$ cat config.mk
export PLATFORM = sky130hd
export DESIGN_NAME = controle_multiciclo
export DESIGN_NICKNAME = d
export VERILOG_FILES = /design/src/rtl/controle_multiciclo.sv
export SDC_FILE = /design/constraint.sdc
export NUM_CORES = 1
export LEC_CHECK = 0
export ABC_AREA = 1
export BUFFER_PORTS_ARGS = -buffer_cell sky130_fd_sc_hd__buf_2
export CAP_MARGIN = 25
export CORE_MARGIN = 5
export CORE_UTILIZATION = 32
export DETAILED_ROUTE_END_ITERATION = 12
export GPL_TIMING_DRIVEN = 0
export HOLD_SLACK_MARGIN = 0.05
export PLACE_DENSITY = 0.59
export SYNTH_ARGS = -nofsm -noshare
export SYNTH_HDL_FRONTEND = slang
export SYNTH_SLANG_ARGS = --single-unit
$ cat constraint.sdc
create_clock -name clk -period 2.3 [get_ports clk]
set_input_delay 0.69 -clock clk [delete_from_list [all_inputs] [get_ports clk]]
set_output_delay 0.69 -clock clk [all_outputs]
set_load 0.01 [all_outputs]
$ cat src/rtl/controle_multiciclo.sv
// Multicycle MIPS-style main control unit.
// Moore FSM with registered control outputs and a debug state port.
module controle_multiciclo (
    input  logic       clk,
    input  logic       reset_n,
    input  logic [5:0] op,
    output logic [2:0] ALUop,
    output logic       IorD,
    output logic       ALUSrcA,
    output logic       RegDst,
    output logic       MemtoReg,
    output logic [1:0] ALUSrcB,
    output logic [1:0] PCSrc,
    output logic       IRWrite,
    output logic       PCWrite,
    output logic       RegWrite,
    output logic       MemWrite,
    output logic       Branch,
    output logic       BranchNe,
    output logic [3:0] estado
);

    localparam logic [5:0] OP_LW   = 6'b100011;
    localparam logic [5:0] OP_SW   = 6'b101011;
    localparam logic [5:0] OP_RTYP = 6'b000000;
    localparam logic [5:0] OP_BEQ  = 6'b000100;
    localparam logic [5:0] OP_BNE  = 6'b000101;
    localparam logic [5:0] OP_ADDI = 6'b001000;
    localparam logic [5:0] OP_SLTI = 6'b001010;
    localparam logic [5:0] OP_ANDI = 6'b001100;
    localparam logic [5:0] OP_ORI  = 6'b001101;
    localparam logic [5:0] OP_XORI = 6'b001110;
    localparam logic [5:0] OP_J    = 6'b000010;

    typedef enum logic [3:0] {
        S_FETCH    = 4'd0,
        S_DECODE   = 4'd1,
        S_MEMADR   = 4'd2,
        S_MEMREAD  = 4'd3,
        S_MEMWB    = 4'd4,
        S_MEMWRITE = 4'd5,
        S_EXECUTE  = 4'd6,
        S_ALUWB    = 4'd7,
        S_BEQ      = 4'd8,
        S_BNE      = 4'd9,
        S_IMMEXEC  = 4'd10,
        S_IMMWB    = 4'd11,
        S_JUMP     = 4'd12
    } state_t;

    typedef struct packed {
        logic [2:0] alu_op;
        logic       iord;
        logic       alu_src_a;
        logic       reg_dst;
        logic       mem_to_reg;
        logic [1:0] alu_src_b;
        logic [1:0] pc_src;
        logic       ir_write;
        logic       pc_write;
        logic       reg_write;
        logic       mem_write;
        logic       branch;
        logic       branch_ne;
    } ctrl_t;

    state_t r_state;
    state_t w_next;
    ctrl_t  r_ctrl;
    ctrl_t  w_ctrl;

    // Control word for a state; only IMMEXEC looks at the opcode.
    function automatic ctrl_t f_ctrl(input state_t s, input logic [5:0] o);
        ctrl_t c;
        c = '0;
        case (s)
            S_FETCH: begin
                c.alu_src_b = 2'b01;
                c.ir_write  = 1'b1;
                c.pc_write  = 1'b1;
            end
            S_DECODE: begin
                c.alu_src_b = 2'b11;
            end
            S_MEMADR: begin
                c.alu_src_a = 1'b1;
                c.alu_src_b = 2'b10;
            end
            S_MEMREAD: begin
                c.iord = 1'b1;
            end
            S_MEMWB: begin
                c.mem_to_reg = 1'b1;
                c.reg_write  = 1'b1;
            end
            S_MEMWRITE: begin
                c.iord      = 1'b1;
                c.mem_write = 1'b1;
            end
            S_EXECUTE: begin
                c.alu_src_a = 1'b1;
                c.alu_op    = 3'b010;
            end
            S_ALUWB: begin
                c.reg_dst   = 1'b1;
                c.reg_write = 1'b1;
            end
            S_BEQ: begin
                c.alu_src_a = 1'b1;
                c.alu_op    = 3'b001;
                c.pc_src    = 2'b01;
                c.branch    = 1'b1;
            end
            S_BNE: begin
                c.alu_src_a = 1'b1;
                c.alu_op    = 3'b100;
                c.pc_src    = 2'b01;
                c.branch_ne = 1'b1;
            end
            S_IMMEXEC: begin
                c.alu_src_a = 1'b1;
                c.alu_src_b = 2'b10;
                case (o)
                    OP_SLTI: c.alu_op = 3'b011;
                    OP_ANDI: c.alu_op = 3'b101;
                    OP_ORI:  c.alu_op = 3'b110;
                    OP_XORI: c.alu_op = 3'b111;
                    default: c.alu_op = 3'b000;
                endcase
            end
            S_IMMWB: begin
                c.reg_write = 1'b1;
            end
            S_JUMP: begin
                c.pc_src   = 2'b10;
                c.pc_write = 1'b1;
            end
            default: c = '0;
        endcase
        return c;
    endfunction

    // Next-state selection; unused codes fall back to FETCH.
    always_comb begin
        w_next = S_FETCH;
        case (r_state)
            S_FETCH: w_next = S_DECODE;
            S_DECODE: begin
                case (op)
                    OP_LW, OP_SW: w_next = S_MEMADR;
                    OP_RTYP:      w_next = S_EXECUTE;
                    OP_BEQ:       w_next = S_BEQ;
                    OP_BNE:       w_next = S_BNE;
                    OP_ADDI, OP_SLTI, OP_ANDI,
                    OP_ORI, OP_XORI:
                                  w_next = S_IMMEXEC;
                    OP_J:         w_next = S_JUMP;
                    default:      w_next = S_FETCH;
                endcase
            end
            S_MEMADR:  w_next = (op == OP_LW) ? S_MEMREAD : S_MEMWRITE;
            S_MEMREAD: w_next = S_MEMWB;
            S_EXECUTE: w_next = S_ALUWB;
            S_IMMEXEC: w_next = S_IMMWB;
            default:   w_next = S_FETCH;
        endcase
        w_ctrl = f_ctrl(w_next, op);
    end

    // State register plus control word registered for the state being entered.
    always_ff @(posedge clk or negedge reset_n) begin
        if (!reset_n) begin
            r_state          <= S_FETCH;
            r_ctrl           <= '0;
            r_ctrl.alu_src_b <= 2'b01;
            r_ctrl.ir_write  <= 1'b1;
            r_ctrl.pc_write  <= 1'b1;
        end else begin
            r_state <= w_next;
            r_ctrl  <= w_ctrl;
        end
    end

    assign ALUop    = r_ctrl.alu_op;
    assign IorD     = r_ctrl.iord;
    assign ALUSrcA  = r_ctrl.alu_src_a;
    assign RegDst   = r_ctrl.reg_dst;
    assign MemtoReg = r_ctrl.mem_to_reg;
    assign ALUSrcB  = r_ctrl.alu_src_b;
    assign PCSrc    = r_ctrl.pc_src;
    assign IRWrite  = r_ctrl.ir_write;
    assign PCWrite  = r_ctrl.pc_write;
    assign RegWrite = r_ctrl.reg_write;
    assign MemWrite = r_ctrl.mem_write;
    assign Branch   = r_ctrl.branch;
    assign BranchNe = r_ctrl.branch_ne;
    assign estado   = r_state;

endmodule

# Yosys cells after proc, flatten, opt, wreduce, memory -nomap -nowiden
# Index checks and enable logic that the tools add are counted.
# classes
reduce_logical,11
mux,17
n_eq_ne,27
# op_table
op,count
$pmux W4 S6,2
$eq A6 B4 Y1 const B,5
$eq A4 B4 Y1 const B,6
$pmux W3 S4,2
$eq A4 B3 Y1 const B,5
$eq A4 B2 Y1 const B,4
$eq A6 B3 Y1 const B,2
$eq A6 B6 Y1 const B,2
$mux W1,10
$reduce_or A2 Y1,5
$reduce_or A5 Y1,2
$eq A4 B1 Y1 const B,2
$logic_not A4 Y1,2
$eq A6 B2 Y1 const B,1
$logic_not A6 Y1,1
$pmux W2 S3,1
$pmux W2 S2,1
$mux W3,1
$reduce_or A3 Y1,1
# word_totals
output_inout_bits,21
register_bits,21
inputBits,8
word_cells,69

# Longest topological paths before layout
# depth
word_depth,7
depth_mapped,11
depth_no_buf,11

# Least setup slack after synthesis
# No wires, ideal clock.
# synth_timing
path_type,input -> register
start,input port op[4]
end,"register r_ctrl, in the netlist ALUop[0]"
path_buffers,0
setup_ns,0.116
t_required_ns,2.184
setup_slack_ns,0.656
t_arrival_ns,1.528
path_stages,10
path_cell_list,nor2_2 > nand3_2 > nand2_2 > nor2_2 > nor2_4 > inv_4 > nand2_4 > nor2_4 > nand2_1 > nand2_1
# synth_lines
element,line,text
"start, declared",6,"input logic [5:0] op,"
"end signal, assigned",180,r_ctrl <= w_ctrl;
"end, declared",69,ctrl_t r_ctrl;

# Final worst setup path
# layout_timing
start,"register r_ctrl, in the netlist ALUSrcB[0]"
end,output port ALUSrcB[0]
# layout_lines
element,line,text
"end, declared",12,"output logic [1:0] ALUSrcB,"
# No word-level cell between the ends.

==> impl_metrics.py <==
metrics = {
    "status": {
        "status": "complete, no violations",
    },
    "min_path": {
        "min_path_type": "in2async",
    },
    "floorplan": {
        "die_width_um": 67.8,
        "boundaryPins": 29,
        "die_h_um": 67.8,
        "num_rows": 21,
        "initial_core_util_pct": 32.5,
        "fp.coreArea_um2": 3280,
        "dieArea_um2": 4590,
    },
    "clock_tree": {
        "insertion_delay_ps": 300,
        "postCtsResizedCells": 0,
        "cts_tree": "done",
        "path_clk_slew_ps": 120,
        "clock-root-buffer": "clkbuf_4",
        "numClockSinks": 21,
        "hold_buffers": 0,
        "clockBufferDepth": 2,
        "htree_levels": 1,
        "cts_setup_buffers": 0,
        "numCtsBuffers": 3,
    },
    "routing": {
        "dr.first_iter.drc_count": 50,
        "drc_errors": 0,
        "vias_per_cell": 4.28,
        "drt-total-wl_mm": 1.99,
        "ant_nets": 0,
        "num_vias": 844,
        "drt-wirelength-per-cell_um": 10.1,
        "drt_first_pass_iters": 4,
    },
    "final_layout": {
        "final_core_util_pct": 39.4,
        "final_common_cell": "buf_2",
        "drive_gt1_share_pct": 39.7,
        "register_area_um2": 529,
        "antenna_cells": 0,
        "syn2layout_area_growth_pct": 21.1,
        "layout_common_cells": "buf_2, inv_1, dfrtp_1, nand2_1, nand3_1",
        "fillCellCount": 318,
        "final_nets": 160,
        "multi_input_area_um2": 433,
    },
    "sta": {
        "finClkSkew_ps": 4.56,
        "fmax_mhz": 608,
        "tightest_slew_ps": 433,
        "finalMaxSlewViolations": 0,
        "hold_viol": 0,
        "period_minus_slack_ps": 1640,
        "max_slew_margin_pct": 71.1,
        "period_share_pct": 71.5,
        "rsz0062_at_grt": "false",
        "finalSetupTns_ps": 0,
        "setup_viol": 0,
    },
    "synth": {
        "synth.area.top_cells": "dfrtp_1, inv_1, dfstp_2",
        "synth_cells": 119,
        "synth_seq_cells": 21,
        "yosysWarnings": 0,
        "yosysTopAreaCell": "dfrtp_1",
        "ys_types": 25,
        "yosysTopAreaCellShare_pct": 42.2,
        "yosysSeqAreaShare_pct": 49.6,
        "avgSynthCellArea_um2": 8.97,
        "syn_area_um2": 1070,
        "synth_nets": 127,
    },
    "setup_path": {
        "worst_path_largest_cell_delay_ps": 530,
        "cp.arrival_ps": 950,
        "critPathBufInv": 1,
        "worstSetupPathType": "reg2out",
        "cp.required_ps": 1610,
        "crit_family": "flip-flops",
        "critPathSlowestCell": "dfstp_2",
        "end_kind": "output port",
        "crit_chain": "buf_2",
        "cp_max_fo": 1,
        "startpoint_type": "register",
    },
    "global_routing": {
        "grt_max_degree": 22,
        "grt_antenna_before_repair": 0,
        "grt_util_all_layers_pct": 10.1,
        "grt_pass1_wl_mm": 3.48,
        "grt_pass1_vias": 836,
        "grt-ovfl-total": 0,
    },
    "power": {
        "max-vdd-ir-drop_mv": 0.200,
        "power.density_nw_per_um2": 775,
        "power.leakage_nw": 0.787,
    },
    "job": {
        "cap_violations": 0,
    },
    "placement": {
        "place_hpwl_mm": 1.66,
        "port_buffers": 28,
        "gp_congestion": 0.880,
    },
}
[synth_stat cells]
master / number
clkinv_2: 1
clkinv_1: 1
o31ai_1: 1
nor2_2: 3
nand4_1: 2
nor3_2: 1
nand2_1: 18
nand4_2: 1
nand2_2: 7
o21ai_0: 2
inv_4: 1
nor3_1: 1
dfrtp_1: 18
inv_1: 24
o211ai_1: 1
nand3_2: 1
nand4_4: 1
nor2_1: 8
nand3b_1: 1
nor2_4: 5
o21ai_2: 1
nand2_4: 3
nand3_1: 13
a21oi_1: 1
dfstp_2: 3
[cell families (layout without fill, tap and decap cells)]
logic type / Yosys count / after routing / synth area share (%)
AO/OA/AOI/OAI: 6 / 6 / 3.63
buffers and inverters: 27 / 59 / 9.85
flip-flops: 21 / 21 / 49.6
AND/OR/NAND/NOR: 65 / 65 / 36.9
[metal layers]
layer	global-route usage [%]	wire length, µm
met2	17.1	923
met1	12.3	876
met3	1.66	151
met4	4.56	40
met5	0	0
[state kept, by name, summed over array words and instances (netlist names)]
name	cells
ALUSrcA	1
ALUSrcB	2
ALUop	3
Branch	1
BranchNe	1
IRWrite	1
IorD	1
MemWrite	1
MemtoReg	1
PCSrc	2
PCWrite	1
RegDst	1
RegWrite	1
estado	4
[power by group]
part	switching (mW)	total [mW]	internal (mW)
sequential	0.0237	0.474	0.451
combinational	0.226	0.351	0.124
clock	0.111	0.176	0.0649
[worst paths after layout]
check	startpoint	end	slack, ps	depth (start not counted)
hold reg to reg	estado[0]$_DFF_PN0_	IorD$_DFF_PN0_	660	3
hold / removal	reset_n	RegWrite$_DFF_PN0_	310	1
max in group asynchronous	reset_n	ALUSrcB[0]$_DFF_PN1_	1660	1
setup reg to reg	estado[3]$_DFF_PN0_	ALUop[2]$_DFF_PN0_	710	10
min in group clk	estado[0]$_DFF_PN0_	IorD$_DFF_PN0_	660	3
setup / recovery	ALUSrcB[0]$_DFF_PN1_	ALUSrcB[0]	660	1
[area by class of cell]
class,count,share of cell area (%)
Clock buffer,3,1.74
Timing Repair Buffer,28,10.8
Tap cell,46,4.45
Multi-Input combinational cell,71,33.5
Clock inverter,1,0.387
Inverter,27,8.13
Sequential cell,21,40.9
[through the flow]
stage                     cell area [µm²]  setup slack, ps  instances  total power [mW]  hold WS, ps
after floorplan                      1070              656        119             0.718          394
after global placement               1260              397        193             0.833          647
after detailed placement             1260              390        193             0.840          652
after CTS                            1290              640        197              1.01          316
after global routing                 1290              543        197              1.07          338
final                                1290              656        197              1.00          305
(Power assumes the default switching activity.)
